`src/rtl/mem_model_arb.sv`:
```
// Two-requester arbiter in front of a burst memory model: locked write bursts on tx_*,
// tracked read bursts on rx_*. Define MEM_MODEL_ARB_FIXED_PRI_EN for fixed m0 priority.
module mem_model_arb #(
  parameter int ADDRWIDTH  = 32,
  parameter int DATAWIDTH  = 32,
  parameter int BURSTWIDTH = 12,
  parameter int RDQ_DEPTH  = 8
) (
  input  logic                    clk,
  input  logic                    reset,
  input  logic [ADDRWIDTH-1:0]    m0_address,
  input  logic                    m0_write,
  input  logic [DATAWIDTH-1:0]    m0_writedata,
  input  logic [DATAWIDTH/8-1:0]  m0_byteenable,
  input  logic                    m0_read,
  input  logic [BURSTWIDTH-1:0]   m0_burstcount,
  output logic                    m0_waitrequest,
  output logic [DATAWIDTH-1:0]    m0_readdata,
  output logic                    m0_readdatavalid,
  input  logic [ADDRWIDTH-1:0]    m1_address,
  input  logic                    m1_write,
  input  logic [DATAWIDTH-1:0]    m1_writedata,
  input  logic [DATAWIDTH/8-1:0]  m1_byteenable,
  input  logic                    m1_read,
  input  logic [BURSTWIDTH-1:0]   m1_burstcount,
  output logic                    m1_waitrequest,
  output logic [DATAWIDTH-1:0]    m1_readdata,
  output logic                    m1_readdatavalid,
  output logic [ADDRWIDTH-1:0]    tx_address,
  output logic                    tx_write,
  output logic [DATAWIDTH-1:0]    tx_writedata,
  output logic [DATAWIDTH/8-1:0]  tx_byteenable,
  output logic [BURSTWIDTH-1:0]   tx_burstcount,
  input  logic                    tx_waitrequest,
  output logic [ADDRWIDTH-1:0]    rx_address,
  output logic                    rx_read,
  output logic [BURSTWIDTH-1:0]   rx_burstcount,
  input  logic                    rx_waitrequest,
  input  logic [DATAWIDTH-1:0]    rx_readdata,
  input  logic                    rx_readdatavalid
);

  localparam int QAW = $clog2(RDQ_DEPTH);
  localparam logic [0:0] WR_IDLE  = 1'b0;
  localparam logic [0:0] WR_BURST = 1'b1;
  localparam logic [BURSTWIDTH-1:0] BC_ONE = BURSTWIDTH'(1);

  logic [0:0]            wr_state_q, wr_state_d;
  logic                  wr_owner_q, wr_owner_d;
  logic [BURSTWIDTH-1:0] wr_count_q, wr_count_d;
  logic                  wr_gnt, wr_sel, wr_acc, wr_pref, wr_last_beat;
  logic [BURSTWIDTH-1:0] wr_bc_eff;

  logic                  rd_sel, rd_acc, rd_pref;
  logic [BURSTWIDTH-1:0] rd_bc_eff;

  // ---------------- write path ----------------
  // NOTE: every always_comb output gets a default first so no path can infer a latch.
  always_comb begin
    wr_gnt = 1'b0;
    wr_sel = 1'b0;
    if (wr_state_q == WR_IDLE) begin
      if (m0_write && m1_write) begin
        wr_gnt = 1'b1;
        wr_sel = wr_pref;
      end else if (m0_write || m1_write) begin
        wr_gnt = 1'b1;
        wr_sel = m1_write;
      end
    end else begin
      wr_sel = wr_owner_q;
      wr_gnt = wr_owner_q ? m1_write : m0_write;
    end
  end

  assign tx_write      = wr_gnt & ~reset;
  assign tx_address    = wr_sel ? m1_address    : m0_address;
  assign tx_writedata  = wr_sel ? m1_writedata  : m0_writedata;
  assign tx_byteenable = wr_sel ? m1_byteenable : m0_byteenable;
  assign tx_burstcount = wr_sel ? m1_burstcount : m0_burstcount;

  assign wr_acc    = tx_write & ~tx_waitrequest;
  assign wr_bc_eff = (tx_burstcount == '0) ? BC_ONE : tx_burstcount;
  assign wr_last_beat = (wr_state_q == WR_IDLE) ? (wr_bc_eff == BC_ONE) : (wr_count_q == BC_ONE);

  always_comb begin
    wr_state_d = wr_state_q;
    wr_owner_d = wr_owner_q;
    wr_count_d = wr_count_q;
    if (wr_acc) begin
      if (wr_state_q == WR_IDLE) begin
        if (!wr_last_beat) begin
          wr_state_d = WR_BURST;
          wr_owner_d = wr_sel;
          wr_count_d = wr_bc_eff - BC_ONE;
        end
      end else begin
        wr_count_d = wr_count_q - BC_ONE;
        if (wr_last_beat) wr_state_d = WR_IDLE;
      end
    end
  end

  // NOTE: sequential state uses non-blocking assignments only, so all registers update together.
  always_ff @(posedge clk or posedge reset) begin
    if (reset) begin
      wr_state_q <= WR_IDLE;
      wr_owner_q <= 1'b0;
      wr_count_q <= '0;
    end else begin
      wr_state_q <= wr_state_d;
      wr_owner_q <= wr_owner_d;
      wr_count_q <= wr_count_d;
    end
  end

  // ---------------- read command path ----------------
  logic                  rdq_owner_q [RDQ_DEPTH];
  logic [BURSTWIDTH-1:0] rdq_bc_q    [RDQ_DEPTH];
  logic [QAW-1:0]        rdq_wptr_q, rdq_rptr_q;
  logic [QAW:0]          rdq_cnt_q;
  logic [BURSTWIDTH-1:0] rd_beat_q;
  logic                  rdq_full, rdq_empty, ret_valid, rdq_pop, rd_req;

  assign rd_req = m0_read | m1_read;
  assign rd_sel = (m0_read && m1_read) ? rd_pref : m1_read;

  assign rdq_full  = (rdq_cnt_q == (QAW+1)'(RDQ_DEPTH));
  assign rdq_empty = (rdq_cnt_q == '0);

  assign rx_read       = rd_req & ~rdq_full & ~reset;
  assign rx_address    = rd_sel ? m1_address    : m0_address;
  assign rx_burstcount = rd_sel ? m1_burstcount : m0_burstcount;
  assign rd_acc        = rx_read & ~rx_waitrequest;
  assign rd_bc_eff     = (rx_burstcount == '0) ? BC_ONE : rx_burstcount;

  // NOTE: queue payload is not reset; only the pointers and count define which entries are live.
  always_ff @(posedge clk) begin
    if (rd_acc) begin
      rdq_owner_q[rdq_wptr_q] <= rd_sel;
      rdq_bc_q[rdq_wptr_q]    <= rd_bc_eff;
    end
  end

  // ---------------- read return path ----------------
  assign ret_valid = rx_readdatavalid & ~rdq_empty & ~reset;
  assign rdq_pop   = ret_valid & ((rd_beat_q + BC_ONE) == rdq_bc_q[rdq_rptr_q]);

  always_ff @(posedge clk or posedge reset) begin
    if (reset) begin
      rdq_wptr_q <= '0;
      rdq_rptr_q <= '0;
      rdq_cnt_q  <= '0;
      rd_beat_q  <= '0;
    end else begin
      if (rd_acc)  rdq_wptr_q <= rdq_wptr_q + QAW'(1);
      if (rdq_pop) rdq_rptr_q <= rdq_rptr_q + QAW'(1);
      case ({rd_acc, rdq_pop})
        2'b10:   rdq_cnt_q <= rdq_cnt_q + (QAW+1)'(1);
        2'b01:   rdq_cnt_q <= rdq_cnt_q - (QAW+1)'(1);
        default: rdq_cnt_q <= rdq_cnt_q;
      endcase
      if (ret_valid) rd_beat_q <= rdq_pop ? '0 : rd_beat_q + BC_ONE;
    end
  end

  assign m0_readdata      = rx_readdata;
  assign m1_readdata      = rx_readdata;
  assign m0_readdatavalid = ret_valid & ~rdq_owner_q[rdq_rptr_q];
  assign m1_readdatavalid = ret_valid &  rdq_owner_q[rdq_rptr_q];

  // ---------------- tie-break priority ----------------
`ifdef MEM_MODEL_ARB_FIXED_PRI_EN
  assign wr_pref = 1'b0;
  assign rd_pref = 1'b0;
`else
  logic wr_last_q, rd_last_q;

  // Pointers hold the last winner; starting at m1 makes m0 win the first tie.
  always_ff @(posedge clk or posedge reset) begin
    if (reset) begin
      wr_last_q <= 1'b1;
      rd_last_q <= 1'b1;
    end else begin
      if (wr_acc && wr_last_beat) wr_last_q <= wr_sel;
      if (rd_acc)                 rd_last_q <= rd_sel;
    end
  end

  assign wr_pref = ~wr_last_q;
  assign rd_pref = ~rd_last_q;
`endif

  assign m0_waitrequest = reset | (m0_write & ~(wr_acc & ~wr_sel)) | (m0_read & ~(rd_acc & ~rd_sel));
  assign m1_waitrequest = reset | (m1_write & ~(wr_acc &  wr_sel)) | (m1_read & ~(rd_acc &  rd_sel));

endmodule

```
`config.mk`:
```
export PLATFORM = sky130hd
export DESIGN_NAME = mem_model_arb
export DESIGN_NICKNAME = d
export VERILOG_FILES = /design/src/rtl/mem_model_arb.sv
export SDC_FILE = /design/constraint.sdc
export NUM_CORES = 1
export LEC_CHECK = 0
export ABC_AREA = 1
export CORE_MARGIN = 1
export CORE_UTILIZATION = 25
export DETAILED_ROUTE_END_ITERATION = 7
export MAX_ROUTING_LAYER = met4
export PLACE_DENSITY_LB_ADDON = 0.25
export SYNTH_ARGS = -nofsm -noshare
export SYNTH_HDL_FRONTEND = slang
export SYNTH_SLANG_ARGS = --single-unit
export TNS_END_PERCENT = 100
```
`constraint.sdc`:
```
create_clock -name clk -period 5.8 [get_ports clk]
set_input_delay 1.16 -clock clk [delete_from_list [all_inputs] [get_ports clk]]
set_output_delay 1.16 -clock clk [all_outputs]
set_load 0.05 [all_outputs]
```
==> results.toml, run 1 <==
[run_status]
status = "complete, no violations"

[yosys]
synth_edf_count = 104
syn_inst = 1221
synth-main-ff-cell = "edfxtp_1"
synth_warnings = 0
synth-seq-cells = 142
synth-seq-area-share_pct = 44.26
syn_area_um2 = 9210
yosysUniqueCellTypes = 47
syn_nets = 1433
avgSynthCellArea_um2 = 7.543
async_reset_ff_share_pct = 26.76

[cts]
max-clock-path-buffers = 2
cts.sinks = 142
cts_setup_buffers = 0
cts_buffers = 17
htree_levels = 4
cts-root-buf = "clkbuf_16"
post_cts_resized = 0
cts_tree = "done"
clk-insertion-delay-late_ns = 0.43
hold_buffers = 0
clk_pin_slew_worst_paths_ns = 0.06

[power_and_ir_drop]
power_frac_clock_pct = 30.3
vdd_drop_max_v = 0.0001849
comb_power_share_pct = 33.9
p_sw_mw = 1.327
power_frac_seq_pct = 35.7
leakage_nw = 5.527
internal_power_mw = 2.357
p_sw_share_pct = 36.02
powerDensity_nw_per_um2 = 280.0

[worst_setup_path]
worstPathArrival_ns = 4.11
cp_max_fo = 79
crit_type = "primary input to output port"
r2r_end = "rdq_cnt_q[3]$_DFFE_PP0P_"
cp-start-kind = "primary input"
ff2ff_setup_slack_ns = 1.58
r2r-start = "rdq_rptr_q[0]$_DFFE_PP0P_"
endpoint_kind = "output port"
rr_worst_depth = 19
cp.required_ns = 4.64

[job]
max_cap_viol_count = 0

[drt]
drtIter0Drc = 560
avgRoutedWirePerCell_um = 19.96
ant_nets = 0
drc = 0
dr.pass1.iters = 7
vias_per_cell = 4.657
dr_total_vias = 8942
drt-total-wl_um = 38320

[timing]
setup_viol = 0
rsz0062_at_grt = "no"
worst_clock_skew_ns = 0.01067
hold_viol = 0
setup_tns_ns = 0
slew_headroom_pct = 29.74
drv_slew = 0
fmax_mhz = 189.6
post-route-period-util_pct = 90.93
worst_pin_slew_ns = 1.043
fin_crit_ns = 5.274

[final_layout]
drive_gt1_share_pct = 9.210
layout_common_cells = "nand2_1 (410), clkdlybuf4s50_1 (255), o21ai_0 (132)"
seq_area_um2 = 4076
n_fill_cell = 3717
syn2layout_area_growth_pct = 42.86
final_common_cell = "nand2_1"
nets = 1655
instances_no_fill = 1920
multi_input_area_um2 = 3949

[global_route]
grt_usage_pct = 20.77
grt_max_degree = 80
grt_pass1_wl_um = 55160
grt_pass1_vias = 8546
antenna_found_initial = 3
overflow = 0

[floorplanning]
ioPinCount = 395
fp.dieW_um = 193.9
dieArea_um2 = 37610
start_util_pct = 25.64
core_area_um2 = 35910
fp.dieH_um = 193.9
rows = 69

[placed_design]
io_buffers = 298
place_inst = 1885
dp_hpwl_um = 31000
routabilityCongestion = 0.9292

[min_path]
hold_path.class = "flip-flop to flip-flop"
hold_start = "rd_last_q$_DFFE_PP1P_"
min_path_cells = 2
min_to = "rd_last_q$_DFFE_PP1P_"
cells in the mapped netlist, types with 2 or more instances:
master | count | area share [%]
dfstp_2 | 2 | 0.57
nor4_1 | 5 | 0.34
nand2_1 | 410 | 17
or2_2 | 4 | 0.27
nor2_1 | 95 | 3.9
nor2_2 | 4 | 0.27
ha_1 | 10 | 1.4
clkbuf_1 | 31 | 1.3
xor2_1 | 14 | 1.3
o22ai_1 | 4 | 0.27
inv_1 | 109 | 4.4
o21ai_0 | 132 | 7.2
edfxtp_1 | 104 | 34
xnor2_1 | 4 | 0.38
nor3_1 | 8 | 0.43
nand4_1 | 12 | 0.82
a22oi_1 | 2 | 0.16
nand3b_1 | 11 | 0.90
nand2_2 | 12 | 0.82
nand2_4 | 3 | 0.37
a21o_1 | 2 | 0.16
buf_4 | 69 | 5.6
a21oi_1 | 10 | 0.54
dfrtp_1 | 36 | 9.8
nand3_1 | 80 | 4.3
nand3_2 | 2 | 0.22
buf_2 | 15 | 0.82
a31oi_1 | 7 | 0.48
inv_2 | 2 | 0.082
buf_6 | 3 | 0.37
o21ai_1 | 3 | 0.16
power by group through the flow:
stage / clock network [mW] / registers, mW / logic, mW
floorplan: 0 / 1.32 / 0.850
global placement: 0 / 1.33 / 1.24
detailed placement: 0 / 1.33 / 1.26
CTS: 1.13 / 1.32 / 1.26
global route: 1.17 / 1.33 / 1.34
finish: 1.12 / 1.32 / 1.25
cell type report:
type                            instances  area share, %
Inverter                              113          3.281
Multi-Input combinational cell        847          30.01
Clock inverter                         13          1.265
Timing Repair Buffer                  322          26.74
Sequential cell                       142          30.98
Tap cell                              461          4.384
Clock buffer                           18          3.262
Antenna cell                            4        0.07607
sequential cells by signal, indices dropped and copies added, names as in the netlist, 3 cells and up:
register / cells
rdq_cnt_q: 4
rdq_bc_q: 96
rd_beat_q: 12
wr_count_q: 12
rdq_owner_q: 8
rdq_rptr_q: 3
rdq_wptr_q: 3
worst max-delay path: stages:
cell and delay, ns:
clkdlybuf4s50_1 0.52, nand2_1 0.11, nand3_4 0.15, nand2_4 0.44, o21ai_0 0.72, clkdlybuf4s50_1 0.96
per-layer routing:
layer / share of wire, % / up-vias / GRT usage [%]
li1: - / 4349 / -
met1: 39 / 4189 / 23.08
met2: 51 / 367 / 35.50
met3: 7.3 / 37 / 6.053
met4: 3.1 / 0 / 7.025
met5: 0 / - / -
logic make-up after synthesis:
family | count (synthesis) | share of synthesized area [%]
AND/OR/NAND/NOR | 651 | 29.89
adder cells (fa/ha/maj) | 11 | 1.576
AO/OA/AOI/OAI | 167 | 9.645
flip-flops | 142 | 44.26
XOR/XNOR | 18 | 1.712
buffers and inverters | 232 | 12.92
worst max path at each step:
stage | from | to | slack [ns] | depth (start not counted)
final | m0_write | tx_address[29] | 0.53 | 6
after global routing | m0_write | tx_address[10] | 0.42 | 6
after CTS | m0_write | tx_address[10] | 0.55 | 6
after detailed placement | m0_write | tx_address[10] | 0.55 | 6
after global placement | m0_write | tx_address[10] | 0.55 | 6
after floorplan | reset | m1_waitrequest | 0.54 | 8
stage by stage:
stage / utilization [%] / power (mW) / hold slack, ns / setup WS [ns] / cell area [µm²]
global route: 36.63 / 3.841 / 0.5120 / 0.4198 / 13160
detailed placement: 34.95 / 2.589 / 0.4648 / 0.5465 / 12550
CTS: 36.61 / 3.703 / 0.4765 / 0.5465 / 13150
global placement: 34.95 / 2.574 / 0.4591 / 0.5549 / 12550
finish: 36.64 / 3.684 / 0.4748 / 0.5263 / 13160
floorplan: - / 2.165 / 0.4481 / 0.5368 / 9210
Note: power is estimated with default switching activity, not from simulation.
==> inputs of run 2 (changes only) <==
--- a/config.mk
+++ b/config.mk
@@ -6,7 +6,8 @@
 export NUM_CORES = 1
 export LEC_CHECK = 0
 export ABC_AREA = 1
-export CORE_MARGIN = 1
+export CELL_PAD_IN_SITES_DETAIL_PLACEMENT = 1
+export CELL_PAD_IN_SITES_GLOBAL_PLACEMENT = 1
 export CORE_UTILIZATION = 25
 export DETAILED_ROUTE_END_ITERATION = 7
 export MAX_ROUTING_LAYER = met4
==> constraint.sdc (replaced) <==
create_clock -name clk -period 5 [get_ports clk]
set_input_delay 1 -clock clk [delete_from_list [all_inputs] [get_ports clk]]
set_output_delay 1 -clock clk [all_outputs]
set_load 0.05 [all_outputs]
==> results.toml, run 2 (same netlist as run 1, synthesis figures left out) <==
[timing]
fin_crit_ns = 4.402
slew_headroom_pct = 25.45
setup_viol = 0
hold_viol = 0
rsz0062_at_grt = "no"
fin_ws_ns = 0.5985
worst_clock_skew_ns = 0.01268
hold_slack_ns = 0.4818
worst_pin_slew_ns = 1.107
fmax_mhz = 227.2
setup_tns_ns = 0
drv_slew = 0
post-route-period-util_pct = 88.03

[worst_setup_path]
endpoint_kind = "output port"
cp_max_fo = 31
r2r_end = "rdq_cnt_q[3]$_DFFE_PP0P_"
crit_type = "primary input to output port"
rr_worst_depth = 22
ff2ff_setup_slack_ns = 1.30
cp.required_ns = 4.00
endpoint = "rx_address[19]"
r2r-start = "rdq_rptr_q[0]$_DFFE_PP0P_"
cp-start-kind = "primary input"
crit_start = "m1_read"
worstPathArrival_ns = 3.40

[global_route]
grt_max_degree = 55
busiest_layer = "met2"
grt_pass1_vias = 9432
grt_util_met2_pct = 37.40
antenna_found_initial = 0
overflow = 0
grt_pass1_wl_um = 57970
grt_util_met3_pct = 5.705
grt_usage_pct = 21.34
use_met1_pct = 23.82

[job]
max_cap_viol_count = 0

[final_layout]
antenna_cells = 0
drive_gt1_share_pct = 15.24
top_register = "rdq_bc_q"
syn2layout_area_growth_pct = 46.24
final_area_um2 = 13470
nets = 1662
layout_common_cells = "nand2_1 (410), clkdlybuf4s50_1 (175), o21ai_0 (132)"
seq_area_um2 = 4076
largest_reg_flops = 96
final_common_cell = "nand2_1"
n_fill_cell = 4313
largestRegisters = "rdq_bc_q x96, rd_beat_q x12, wr_count_q x12"
multi_input_area_um2 = 3949

[placed_design]
dp_hpwl_um = 31100
pre_cts_ws_ns = 0.5390
routabilityCongestion = 0.9435
placedInstanceArea_um2 = 12850
io_buffers = 298

[cts]
cts_buffers = 17
post_cts_resized = 0
cts.sinks = 142
hold_buffers = 0
clk_pin_slew_worst_paths_ns = 0.06
max-clock-path-buffers = 2
cts-root-buf = "clkbuf_16"
cts_tree = "done"
clk-insertion-delay-late_ns = 0.43
cts_setup_buffers = 0
htree_levels = 4

[power_and_ir_drop]
powerDensity_nw_per_um2 = 326.3
vdd_drop_max_v = 0.0002498
leakage_nw = 5.812

[drt]
drtIter0Drc = 541
avgRoutedWirePerCell_um = 20.32
drc = 0
drt-total-wl_um = 39100
ant_nets = 0
dr_total_vias = 9110
dr.pass1.iters = 4
vias_per_cell = 4.735

[floorplanning]
rows = 69
dieArea_um2 = 37610
fp.dieH_um = 193.9
fp.dieW_um = 193.9
ioPinCount = 395
core_area_um2 = 35910
start_util_pct = 25.64

[run_status]
status = "complete, no violations"

[min_path]
hold_path.class = "flip-flop to flip-flop"
run 2: stage by stage:
stage,instances,power [mW],util (%)
4_1_cts,1924,4.438,37.50
3_5_place_dp,1892,3.150,35.79
5_1_grt,1924,4.601,37.50
6_report,1924,4.395,37.50
2_1_floorplan,1221,2.511,-
3_3_place_gp,1892,3.116,35.79
run 2: worst max-delay path: stages:
cell	delay, ns
clkdlybuf4s50_1	0.50
nand2_1	0.38
inv_2	0.60
buf_4	0.37
nand2_1	0.13
o21ai_0	0.21
buf_12	0.20
run 2: final cells by class:
cell class                 instances  share of cell area (%)
inverter                         113                   3.205
multi-input combinational        847                   29.32
timing repair buffer             329                   28.37
tap                              461                   4.282
clock buffer                      17                   3.158
sequential                       142                   30.26
clock inverter                    15                   1.403
run 2: power by group:
part	switching, mW	leakage [nW]	total, mW	internal, mW
Sequential	0.0968	1.40	1.53	1.43
Clock	0.603	0.298	1.28	0.679
Combinational	0.968	4.11	1.58	0.615
Total	1.67	5.81	4.39	2.73
run 2: worst min path at each step:
| stage | start | end | slack (ns) | depth (start not counted) |
|---|---|---|---|---|
| floorplan | rd_last_q$_DFFE_PP1P_ | rd_last_q$_DFFE_PP1P_ | 0.45 | 2 |
| global placement | rd_last_q$_DFFE_PP1P_ | rd_last_q$_DFFE_PP1P_ | 0.46 | 2 |
| CTS | rd_last_q$_DFFE_PP1P_ | rd_last_q$_DFFE_PP1P_ | 0.48 | 2 |
| detailed placement | rd_last_q$_DFFE_PP1P_ | rd_last_q$_DFFE_PP1P_ | 0.47 | 2 |
| global route | rd_last_q$_DFFE_PP1P_ | rd_last_q$_DFFE_PP1P_ | 0.50 | 2 |
| finish | rd_last_q$_DFFE_PP1P_ | rd_last_q$_DFFE_PP1P_ | 0.48 | 2 |
run 2: routing by layer:
layer	share of wire [%]	up-vias
li1	-	4363
met1	40	4372
met5	0	-
met3	6.3	44
met4	2.1	0
met2	52	331
